File: config.mk
export PLATFORM = sky130hd
export DESIGN_NAME = fsquare_iter
export DESIGN_NICKNAME = d
export VERILOG_FILES = /design/src/rtl/fsquare_iter_pkg.sv /design/src/rtl/fsquare_round.sv /design/src/rtl/fsquare_iter.sv
export SDC_FILE = /design/constraint.sdc
export NUM_CORES = 1
export LEC_CHECK = 0
export ABC_CLOCK_PERIOD_IN_PS = 8000
export CAP_MARGIN = 20
export CORE_ASPECT_RATIO = 1.5
export CORE_MARGIN = 2
export CORE_UTILIZATION = 50
export DETAILED_ROUTE_END_ITERATION = 10
export HOLD_SLACK_MARGIN = 0.06
export PLACE_DENSITY = 0.69
export SYNTH_ARGS = -nofsm -noshare
export SYNTH_HDL_FRONTEND = slang
export SYNTH_SLANG_ARGS = --single-unit
File: constraint.sdc
create_clock -name clk -period 8 [get_ports clk]
set_input_delay 0.8 -clock clk [delete_from_list [all_inputs] [get_ports clk]]
set_output_delay 0.8 -clock clk [all_outputs]
set_load 0.01 [all_outputs]
File: src/rtl/fsquare_iter_pkg.sv
// Shared single-precision constants, rounding-mode encodings and flag payload
// for the iterative FP squarer.
package fsquare_iter_pkg;

    localparam int unsigned ITER = 12;
    localparam int unsigned FW   = 32;
    localparam int unsigned MW   = 24;
    localparam int unsigned PW   = 48;
    localparam int unsigned EW   = 8;
    localparam int unsigned CW   = 5;

    localparam logic [FW-1:0] ZERO = 32'h0000_0000;
    localparam logic [FW-1:0] INF  = 32'h7f80_0000;
    localparam logic [FW-1:0] NAN  = 32'h7fc0_0000;
    localparam logic [FW-1:0] MAXF = 32'h7f7f_ffff;

    typedef enum logic [1:0] {
        RM_RNE = 2'b00,
        RM_RDN = 2'b01,
        RM_RUP = 2'b10,
        RM_RTZ = 2'b11
    } rm_e;

    typedef struct packed {
        logic e00;
        logic eff;
        logic f00;
    } sflags_t;

    typedef enum logic [1:0] {
        ST_IDLE = 2'b00,
        ST_BUSY = 2'b01,
        ST_DONE = 2'b10
    } state_e;

endpackage

File: src/rtl/fsquare_round.sv
// Normalize, round and pack the 48-bit mantissa square; specials override.
module fsquare_round
    import fsquare_iter_pkg::*;
(
    input  logic [PW-1:0] p,
    input  logic [EW-1:0] exp_in,
    input  logic [1:0]    rm,
    input  sflags_t       flg,
    output logic [FW-1:0] s
);

    logic              hi;
    logic [22:0]       frac;
    logic [22:0]       frac_r;
    logic              guard;
    logic              sticky;
    logic              up;
    logic              carry;
    logic signed [9:0] exp_s;
    rm_e               rm_c;

    always_comb begin
        rm_c   = rm_e'(rm);
        hi     = p[47];
        frac   = hi ? p[46:24] : p[45:23];
        guard  = hi ? p[23] : p[22];
        sticky = hi ? |p[22:0] : |p[21:0];
        up     = 1'b0;
        unique case (rm_c)
            RM_RNE:  up = guard & (sticky | frac[0]);
            RM_RUP:  up = guard | sticky;
            default: up = 1'b0;
        endcase
        // A carry out of the fraction leaves frac_r at zero, i.e. 1.0 * 2^(E+1).
        {carry, frac_r} = {1'b0, frac} + 24'(up);
        exp_s = $signed({1'b0, exp_in, 1'b0}) - 10'sd127
              + $signed({9'b0, hi}) + $signed({9'b0, carry});

        s = {1'b0, exp_s[7:0], frac_r};
        if (exp_s >= 10'sd255) begin
            s = (rm_c == RM_RNE || rm_c == RM_RUP) ? INF : MAXF;
        end else if (exp_s <= 10'sd0) begin
            s = ZERO;
        end

        if (flg.eff) begin
            s = flg.f00 ? INF : NAN;
        end else if (flg.e00) begin
            s = ZERO;
        end
    end

endmodule

File: src/rtl/fsquare_iter.sv
// Iterative single-precision squarer: radix-4 shift-add over 12 cycles with
// ID-stage stall handshake; result packed by fsquare_round.
module fsquare_iter
    import fsquare_iter_pkg::*;
(
    input  logic          clk,
    input  logic          clrn,
    input  logic [31:0]   d,
    input  logic [1:0]    rm,
    input  logic          fsquare,
    input  logic          ena,
    output logic [31:0]   s,
    output logic          busy,
    output logic          stall,
    output logic [4:0]    count
);

    state_e          state_q, state_d;
    logic [CW-1:0]   count_q, count_d;
    logic [PW-1:0]   acc_q, acc_d;
    logic [MW-1:0]   m_q, m_d;
    logic [EW-1:0]   e_q, e_d;
    logic [1:0]      rm_q, rm_d;
    sflags_t         flg_q, flg_d;

    logic            start_c;
    logic            last_c;
    logic [5:0]      sh_c;
    logic [1:0]      dig_c;
    logic [PW-1:0]   pp_c;
    logic            unused_sign_c;

    assign unused_sign_c = d[31];
    assign last_c        = (count_q == CW'(ITER));
    assign start_c       = fsquare & ena & (state_q == ST_IDLE);

    // Partial product for digit k = count: m[2k-1:2k-2] * m << (2k-2).
    always_comb begin
        sh_c  = {count_q - 5'd1, 1'b0};
        dig_c = 2'(m_q >> sh_c);
        pp_c  = '0;
        unique case (dig_c)
            2'd0: pp_c = '0;
            2'd1: pp_c = PW'(m_q);
            2'd2: pp_c = PW'(m_q) << 1;
            2'd3: pp_c = PW'(m_q) + (PW'(m_q) << 1);
        endcase
        pp_c = pp_c << sh_c;
    end

    always_comb begin
        state_d = state_q;
        count_d = count_q;
        acc_d   = acc_q;
        m_d     = m_q;
        e_d     = e_q;
        rm_d    = rm_q;
        flg_d   = flg_q;
        unique case (state_q)
            ST_IDLE: begin
                if (start_c) begin
                    m_d       = {1'b1, d[22:0]};
                    e_d       = d[30:23];
                    rm_d      = rm;
                    flg_d.e00 = (d[30:23] == 8'h00);
                    flg_d.eff = (d[30:23] == 8'hff);
                    flg_d.f00 = (d[22:0] == 23'd0);
                    acc_d     = '0;
                    count_d   = 5'd1;
                    state_d   = ST_BUSY;
                end
            end
            ST_BUSY: begin
                acc_d = acc_q + pp_c;
                if (last_c) begin
                    count_d = '0;
                    // Hold the result against a restart if the pipeline did not advance.
                    state_d = ena ? ST_IDLE : ST_DONE;
                end else begin
                    count_d = count_q + 5'd1;
                end
            end
            ST_DONE: begin
                if (ena) state_d = ST_IDLE;
            end
            default: state_d = ST_IDLE;
        endcase
    end

    always_ff @(posedge clk or negedge clrn) begin
        if (!clrn) begin
            state_q <= ST_IDLE;
            count_q <= '0;
            acc_q   <= '0;
            m_q     <= '0;
            e_q     <= '0;
            rm_q    <= '0;
            flg_q   <= '0;
        end else begin
            state_q <= state_d;
            count_q <= count_d;
            acc_q   <= acc_d;
            m_q     <= m_d;
            e_q     <= e_d;
            rm_q    <= rm_d;
            flg_q   <= flg_d;
        end
    end

    assign busy  = (state_q == ST_BUSY);
    assign count = count_q;
    assign stall = (fsquare & (state_q == ST_IDLE)) | ((state_q == ST_BUSY) & ~last_c);

    fsquare_round u_round (
        .p      (acc_q),
        .exp_in (e_q),
        .rm     (rm_q),
        .flg    (flg_q),
        .s      (s)
    );

endmodule

==> results of run 1 <==
[final timing paths]
check,startpoint,end,cells after the start
worst min-delay path,clrn,m_q[8]$_DFFE_PN0P_,1
max in group asynchronous,clrn,count[0]$_DFFE_PN0P_,2
worst min register to register,e_q[0]$_DFFE_PN0P_,e_q[0]$_DFFE_PN0P_,2
worst max register to register,count[1]$_DFFE_PN0P_,acc_q[45]$_DFFE_PN0P_,24
worst max-delay path,acc_q[47]$_DFFE_PN0P_,s[22],24
min in group clk,e_q[0]$_DFFE_PN0P_,e_q[0]$_DFFE_PN0P_,2
[metal layers]
metal  global-route usage, %  vias to the layer above
met4                   16.40                        0
met2                   55.34                      299
met3                   3.024                       89
met5                       0                        -
li1                        -                     5639
met1                   32.97                     5557
[cell usage after synthesis (7+ instances only)]
| cell | number | area share [%] |
|---|---|---|
| a211oi_1 | 17 | 1.1 |
| a21o_1 | 40 | 2.7 |
| a21oi_1 | 127 | 5.6 |
| a221o_1 | 7 | 0.62 |
| a221oi_1 | 7 | 0.54 |
| a31oi_1 | 7 | 0.39 |
| and2_1 | 8 | 0.44 |
| and3_1 | 19 | 1.1 |
| and4_1 | 7 | 0.54 |
| buf_1 | 7 | 0.23 |
| clkbuf_1 | 69 | 2.3 |
| dfrtp_1 | 92 | 20 |
| ha_1 | 78 | 8.6 |
| inv_1 | 29 | 0.96 |
| mux2_2 | 11 | 1.1 |
| mux2i_1 | 41 | 3.6 |
| mux4_2 | 8 | 1.6 |
| nand2_1 | 269 | 8.9 |
| nand2b_1 | 17 | 0.94 |
| nand3_1 | 74 | 3.3 |
| nand4_1 | 16 | 0.89 |
| nor2_1 | 108 | 3.6 |
| nor2b_1 | 17 | 0.94 |
| nor3_1 | 25 | 1.1 |
| nor4_1 | 14 | 0.78 |
| o211ai_1 | 23 | 1.5 |
| o21a_1 | 13 | 0.86 |
| o21ai_0 | 118 | 5.2 |
| o21ai_1 | 9 | 0.40 |
| o21bai_1 | 9 | 0.60 |
| o22ai_1 | 17 | 0.94 |
| o31ai_1 | 11 | 0.73 |
| xnor2_1 | 49 | 3.8 |
| xor2_1 | 41 | 3.2 |
[flip-flops by register name, summed over array words and instances (netlist names)]
register,flops
flg_q,3
rm_q,2
e_q,8
count,5
acc_q,48
state_q,2
m_q,24
[area by class of cell]
type,instances,share of cell area (%)
inverters,31,0.9329
multi-input cells,1322,68.30
repair buffers,92,7.002
well taps,276,2.769
clock buffers,10,1.916
clock inverters,6,0.6119
flip-flops and latches,92,18.47
[what timing repair did]
action | in CTS | in global routing
setup buffers | 0 | 0
resized for setup | 0 | 3
endpoints found under the hold margin | 0 | 0
hold buffers | 0 | 0
endpoints found under the setup margin | 0 | 30
[metrics by stage]
step	std cells	area, µm²
5_1_grt	1829	12470
3_5_place_dp	1813	12150
2_1_floorplan	1535	11290
6_report	1829	12470
3_3_place_gp	1813	12150
4_1_cts	1829	12460
[logic make-up (layout without fill, tap and decap cells)]
group / after synthesis / in the layout / share of synthesized area [%]
AO/OA/AOI/OAI: 485 / 485 / 27.88
XOR/XNOR: 91 / 91 / 7.123
adder cells (fa/ha/maj): 80 / 80 / 8.995
buffers and inverters: 121 / 139 / 4.487
flip-flops: 92 / 92 / 20.38
multiplexers: 60 / 60 / 6.325
other: 1 / 1 / 0.03320
AND/OR/NAND/NOR: 605 / 605 / 24.77
[worst max-delay path, delay by kind of cell (launching register included)]
family | cells | cell delay (ns)
compound gates | 10 | 2.46
xor+xnor | 1 | 0.25
fa+ha+maj | 3 | 0.69
buf+inv | 3 | 0.81
flops | 1 | 0.48
mux | 1 | 0.28
simple gates | 6 | 1.09
[layout by cell type (no fill, tap or decap), types with 8 or more instances in the layout]
cell	Yosys	final
ha_1	78	78
buf_4	4	19
clkbuf_16	0	9
nand2b_1	17	15
a211oi_1	17	16
mux2i_1	41	41
and3_1	19	19
o21ai_1	9	9
mux4_2	8	8
dfrtp_1	92	91
o21a_1	13	13
clkdlybuf4s50_1	0	73
and2_1	8	8
a21oi_1	127	127
nor2_1	108	108
xor2_1	41	41
nor4_1	14	14
o22ai_1	17	17
a21o_1	40	40
o21ai_0	118	118
inv_1	29	29
nand3_1	74	73
nor3_1	25	25
nand4_1	16	16
nand2_1	269	269
mux2_2	11	11
xnor2_1	49	49
nor2b_1	17	17
o21bai_1	9	9
o31ai_1	11	10
o211ai_1	23	23
==> flow_summary.toml, run 1 <==
[setup_path]
cp_max_fo = 31
path_class = "reg2out"
worstPathArrival_ns = 6.43
path_common_cell = "ha_1"
critPathLaunchType = "flip-flop"
r2r_setup_slack_ns = 0.78
crit_slowest_cell = "dfrtp_1"
required_ns = 7.20
max_stage_delay_ns = 0.48
crit_path_cell_trace = "mux2_2 -> o21ai_0 -> a311oi_1 -> ha_1 -> nand2_1 -> a2111oi_2 -> nand4_1 -> a211oi_2 -> and3_1 -> nand4b_1 -> ha_1 -> inv_1 -> ha_1 -> xor2_1 -> nand3_1 -> nor3_1 -> a22o_1 -> a221o_1 -> o31ai_4 -> o21ai_1 -> buf_4 -> o22ai_1 -> a21o_1 -> clkdlybuf4s50_1"
worst_setup_path_end_kind = "output port"

[cts]
insertion_delay_ns = 0.38
cts_buffers = 9
clkSinkCount = 92
htree_levels = 3
clk_pin_slew_worst_paths_ns = 0.08
cts_root_buffer = "clkbuf_16"
cts.path.max_buffers = 2
cts_tree = "done"

[cells_and_area]
fill_cells = 2175
seqCellArea_mm2 = 0.002303
final_core_util_pct = 55.94
multi_input_area_mm2 = 0.008519
antenna_cells = 0
area_growth_pct = 10.44
drive_above_1_share_pct = 5.924
final_nets = 1666

[yosys]
ys_seq_elements = 92
ys.warnings.count = 0
ys.flop_type = "dfrtp_1"
ys_async_sr_fraction_pct = 100.0
netlist_area_mm2 = 0.01129
synth_cells = 1535
syn_avg_cell_area_um2 = 7.358
synth_nets = 1653
ys_types = 89
synth_edf_count = 0
synth-seq-area-share_pct = 20.38

[run_status]
outcome = "finished clean"

[sta]
finalCriticalPeriod_ns = 7.233
max_freq_ghz = 0.1383
whs_ns = 0.3637
hold_viol = 0
clock_skew_ns = 0.01069
relSlewSlack_pct = 28.46
tightestPinTransition_ns = 1.073
maxSlewViolCount = 0
fin_crit_sh_pct = 90.42
setup_violations = 0
rsz0062_at_grt = "no"
setup_tns_ns = 0
worst_slack_ns = 0.7667

[placed_design]
gp_congestion = 1.051
pre_cts_ws_ns = 0.6978
dp_hpwl_mm = 27.70
io_buffers = 74

[drt]
dr_wl_met3_mm = 1.120
m1WireLength_mm = 13.80
dr.pass1.iters = 5
route.detailed.drc = 0
wl_met2_mm = 18.72
drtAntennaViolNets = 0
via_count = 11584
via_per_inst = 6.334
top_layer_used = "met4"
wl_per_cell_um = 19.41
drt-total-wl_mm = 35.50
drt_first_iter_violations = 731

[global_routing]
gr-total-overflow = 0
grt_pass1_wl_mm = 57.28
grt_max_degree = 77
grt_antenna_before_repair = 0
grt_pass1_vias = 11020
track_usage_pct = 29.85

[floorplan]
coreArea_mm2 = 0.02230
dieArea_mm2 = 0.02383
start_util_pct = 50.65
die_w_um = 126.7
row_count = 67
die_h_um = 188.1
ios = 77

[run]
maxCapViolCount = 0

[hold_path]
hold_class = "in2async"
Power of run 1 is not shown: default switching activity piles up to over one toggle a cycle in this logic, so the estimate is an artifact.
==> inputs of run 2 (changes only) <==
- CAP_MARGIN: 20 -> 30
==> run 2 against run 1 <==
Worst hold slack improved by 0.0013 ns; clock-buffer cell count unchanged; critical path depth stayed put; clock skew hardly changed; register-to-register slack got worse by 0.03 ns; flip-flop and latch count unchanged; non-clock buffer count up 1; wire length grew 0.17%; final cell count is essentially flat; via count down 0.60%.
==> flow_summary.toml, run 2 (synthesized netlist as in run 1, its figures left out) <==
[sta]
rsz0062_at_grt = "no"
setup_tns_ns = 0
fin_crit_sh_pct = 90.87
maxSlewViolCount = 0
clock_skew_ns = 0.01079
setup_violations = 0
tightestPinTransition_ns = 0.9448
relSlewSlack_pct = 36.47
max_freq_ghz = 0.1376
finalCriticalPeriod_ns = 7.269
hold_viol = 0

[global_routing]
grtUsageMet3_pct = 3.024
grt_pass1_wl_mm = 57.28
gr-total-overflow = 0
track_usage_pct = 29.85
grt_max_degree = 77
met1_usage_pct = 32.97
grt_pass1_vias = 11020
use_met2_pct = 55.34
grt_antenna_before_repair = 0
top_usage_layer = "met2"

[drt]
via_count = 11515
wl_per_cell_um = 19.43
drtAntennaViolNets = 0
route.detailed.drc = 0
drt-total-wl_mm = 35.56
via_per_inst = 6.292
drt_first_iter_violations = 733
dr.pass1.iters = 5

[floorplan]
die_w_um = 126.7
row_count = 67
dieArea_mm2 = 0.02383
ios = 77
start_util_pct = 50.65
coreArea_mm2 = 0.02230
die_h_um = 188.1

[cts]
post_cts_buffers = 0
postCtsHoldBufs = 0
clk_pin_slew_worst_paths_ns = 0.08
cts_root_buffer = "clkbuf_16"
clkSinkCount = 92
cts_tree = "done"
htree_levels = 3
insertion_delay_ns = 0.38
cts.path.max_buffers = 2
cts_buffers = 9

[cells_and_area]
area_growth_pct = 10.52
mostFrequentLayoutCell = "nand2_1"
reg_top3 = "acc_q x48, m_q x24, e_q x8"
largest_register = "acc_q"
drive_above_1_share_pct = 5.920
final_cell_mix = "nand2_1 (269), a21oi_1 (127), o21ai_0 (118), nor2_1 (108), dfrtp_1 (91)"
stdcell_count = 1830
final_core_util_pct = 55.98
design_area_mm2 = 0.01248
antenna_cells = 0
largest_register_ffs = 48
final_nets = 1667

[setup_path]
path_class = "reg2out"
cp_max_fo = 24
critPathLaunchType = "flip-flop"
worstPathArrival_ns = 6.47
worst_setup_path_end_kind = "output port"
required_ns = 7.20

[placed_design]
place_inst = 1813
io_buffers = 74
dp_hpwl_mm = 27.70
dpl-instance-area_mm2 = 0.01215
gp_congestion = 1.051

[hold_path]
hold_class = "in2async"

[run_status]
outcome = "finished clean"

[run]
maxCapViolCount = 0
-- run 2: through the flow --
stage | worst slack, ns | hold WS [ns]
after floorplan | 1.200 | 0.4494
after global placement | 0.7858 | 0.5092
after detailed placement | 0.6978 | 0.5115
after CTS | 0.2520 | 0.3911
after global routing | 0.1907 | 0.4063
final | 0.7307 | 0.3650
-- run 2: path summary, 6_finish.rpt --
kind,endpoint,start,cells past startpoint,slack [ns]
worst min register to register,e_q[0]$_DFFE_PN0P_,e_q[0]$_DFFE_PN0P_,2,0.54
worst min-delay path,m_q[8]$_DFFE_PN0P_,clrn,1,0.37
max in group asynchronous,count[0]$_DFFE_PN0P_,clrn,2,6.42
worst max-delay path,s[22],acc_q[47]$_DFFE_PN0P_,24,0.73
worst max register to register,acc_q[45]$_DFFE_PN0P_,count[1]$_DFFE_PN0P_,24,0.75
min in group clk,e_q[0]$_DFFE_PN0P_,e_q[0]$_DFFE_PN0P_,2,0.54
-- run 2: area by class of cell --
cell class	count	area, µm²
Multi-Input combinational cell	1322	8514
Timing Repair Buffer	93	888.4
Clock buffer	10	239.0
Clock inverter	6	76.32
Sequential cell	92	2303
Fill cell	2173	9816
Inverter	31	116.4
Tap cell	276	345.3
-- run 2: worst max-delay path, stage by stage, from the launching register on --
cell             delay (ns)
dfrtp_1                0.48
mux2_2                 0.28
o21ai_0                0.08
a311oi_1               0.27
ha_1                   0.27
nand2_1                0.11
a2111oi_2              0.48
nand4_1                0.25
a211oi_1               0.64
and3_1                 0.31
nand4b_1               0.10
ha_1                   0.21
inv_1                  0.06
ha_1                   0.21
xor2_1                 0.25
nand3_1                0.11
nor3_1                 0.22
a22o_1                 0.17
a221o_1                0.23
o31ai_4                0.16
o21ai_1                0.16
buf_4                  0.27
o22ai_1                0.10
a21o_1                 0.18
clkdlybuf4s50_1        0.47
-- run 2: metal layers --
| metal | share of wire, % | up-vias |
|---|---|---|
| met3 | 2.8 | 97 |
| met5 | 0 | - |
| li1 | - | 5643 |
| met4 | 5.4 | 0 |
| met2 | 52 | 285 |
| met1 | 39 | 5490 |
-- run 2: timing repair --
| action | in CTS | in global routing |
|---|---|---|
| setup endpoints to repair | 0 | 30 |
| gates resized for setup | 0 | 2 |
| endpoints found under the hold margin | 0 | 0 |
Power of run 2 is left out for the same reason.
==> inputs of run 3 (changes only) <==
- ABC_CLOCK_PERIOD_IN_PS: 8000 -> 6570
- GPL_ROUTABILITY_DRIVEN: default -> 0
- PLACE_DENSITY: 0.69 -> 0.72
- clock period: 8 -> 6.57 ns (I/O delays scaled with it)
==> run 3 against run 2 <==
Non-clock buffer count increased by 31; core utilization increased by 1.4 points; worst hold slack got worse by 0.11 ns; register-to-register slack got worse by 0.27 ns; highest routed layer unchanged; final area increased by 2.5%; wire length decreased by 3.6%.
==> flow_summary.toml, run 3 (synthesized netlist as in run 1, its figures left out) <==
[drt]
dr.pass1.iters = 6
wl_per_cell_um = 18.42
route.detailed.drc = 0
dr_wl_met3_mm = 1.515
top_layer_used = "met4"
drt-total-wl_mm = 34.29
via_count = 11774
via_per_inst = 6.327
wl_met2_mm = 17.32
drt_first_iter_violations = 1000
drtAntennaViolNets = 0
m1WireLength_mm = 13.19

[setup_path]
path_class = "reg2out"
worst_setup_path_end_kind = "output port"
required_ns = 5.91
startpoint = "acc_q[5]$_DFFE_PN0P_"
critPathLaunchType = "flip-flop"
crit_slowest_cell = "clkdlybuf4s50_1"
max_stage_delay_ns = 0.48
worstPathArrival_ns = 5.71
r2r_setup_slack_ns = 0.48
ff2ff_path_depth = 22
worstReg2RegStart = "count[0]$_DFFE_PN0P_"
reg2reg_to = "acc_q[22]$_DFFE_PN0P_"
cp_max_fo = 8
path_common_cell = "buf_4"

[cts]
clkSinkCount = 92
htree_levels = 3
postCtsHoldBufs = 0
cts_tree = "done"
cts_buffers = 9
clk_pin_slew_worst_paths_ns = 0.08
cts_root_buffer = "clkbuf_16"
insertion_delay_ns = 0.38
cts.path.max_buffers = 2

[sta]
relSlewSlack_pct = 34.08
tightestPinTransition_ns = 0.9798
fin_crit_sh_pct = 96.89
clock_skew_ns = 0.01038
finalCriticalPeriod_ns = 6.366
setup_violations = 0
worst_slack_ns = 0.2043
maxSlewViolCount = 0
hold_viol = 0
max_freq_ghz = 0.1571

[global_routing]
grt_antenna_before_repair = 0
gr-total-overflow = 0
grt_pass1_wl_mm = 56.35
track_usage_pct = 28.99
grt_pass1_vias = 11109
grt_max_degree = 77

[placed_design]
dp_hpwl_mm = 26.13
io_buffers = 74
pre_cts_ws_ns = 0.3170

[run_status]
outcome = "finished clean"

[cells_and_area]
fill_cells = 2109
reg_top3 = "acc_q x48, m_q x24, e_q x8"
mostFrequentLayoutCell = "nand2_1"
area_growth_pct = 13.34
largest_register = "acc_q"
antenna_cells = 0
final_cell_mix = "nand2_1 (269), a21oi_1 (127), o21ai_0 (116), nor2_1 (108), dfrtp_1 (89)"
drive_above_1_share_pct = 8.770
largest_register_ffs = 48
final_nets = 1698

[run]
maxCapViolCount = 0

[floorplan]
coreArea_mm2 = 0.02230
die_w_um = 126.7
start_util_pct = 50.65
die_h_um = 188.1
ios = 77
dieArea_mm2 = 0.02383
row_count = 67

[hold_path]
hold_class = "in2async"
==> run 3: cell types whose count changed in the layout (fill, tap and decap cells not counted), sizes merged <==
cell | before | now
dlymetal6s2s | 0 | 1
clkdlybuf4s50 | 73 | 72
clkinv | 3 | 4
clkbuf | 10 | 9
buf | 20 | 51
==> run 3: worst max path at each step <==
| stage | end | slack, ns | depth (start not counted) |
|---|---|---|---|
| CTS | s[22] | 0.03 | 26 |
| detailed placement | s[22] | 0.32 | 26 |
| finish | s[26] | 0.20 | 25 |
| global placement | s[22] | 0.40 | 26 |
| floorplan | acc_q[22]$_DFFE_PN0P_ | 0.03 | 28 |
| global route | s[30] | -0.05 | 25 |
==> run 3: metrics by stage <==
stage          hold WS (ns)  setup TNS, ns  cell area [µm²]  instances  util (%)
6_report             0.2529              0            12800       1861     57.41
5_1_grt              0.3123        -0.2536            12800       1861     57.41
4_1_cts              0.2811              0            12630       1850     56.65
3_5_place_dp         0.4987              0            12320       1834     55.23
3_3_place_gp         0.4879              0            12320       1834     55.23
2_1_floorplan        0.3614              0            11300       1535         -
==> run 3: final cells by class <==
cell class	instances	area [µm²]	area share, %
Sequential cell	92	2306	18.01
Clock buffer	9	225.2	1.759
Inverter	31	116.4	0.9090
Tap cell	276	345.3	2.698
Timing Repair Buffer	124	1140	8.904
Multi-Input combinational cell	1322	8587	67.08
Clock inverter	7	81.33	0.6353
==> run 3: repair_timing <==
action,CTS,global route
resized for setup,3,22
setup buffers,0,11
pin swaps,0,6
endpoints found under the setup margin,3,36
==> run 3: per-layer routing <==
layer | up-vias | global-route usage (%)
li1 | 5728 | -
met1 | 5504 | 32.55
met2 | 431 | 51.85
met3 | 111 | 3.481
met4 | 0 | 17.75
met5 | - | 0
==> run 3: worst max-delay path: cells and delay by family (launching register included) <==
| family | cells | cell delay (ns) |
|---|---|---|
| xor+xnor | 1 | 0.24 |
| flops | 1 | 0.42 |
| fa+ha+maj | 3 | 0.67 |
| simple gates | 9 | 1.40 |
| buf+inv | 5 | 1.08 |
| compound gates | 7 | 1.53 |
Power of run 3 is left out for the same reason.
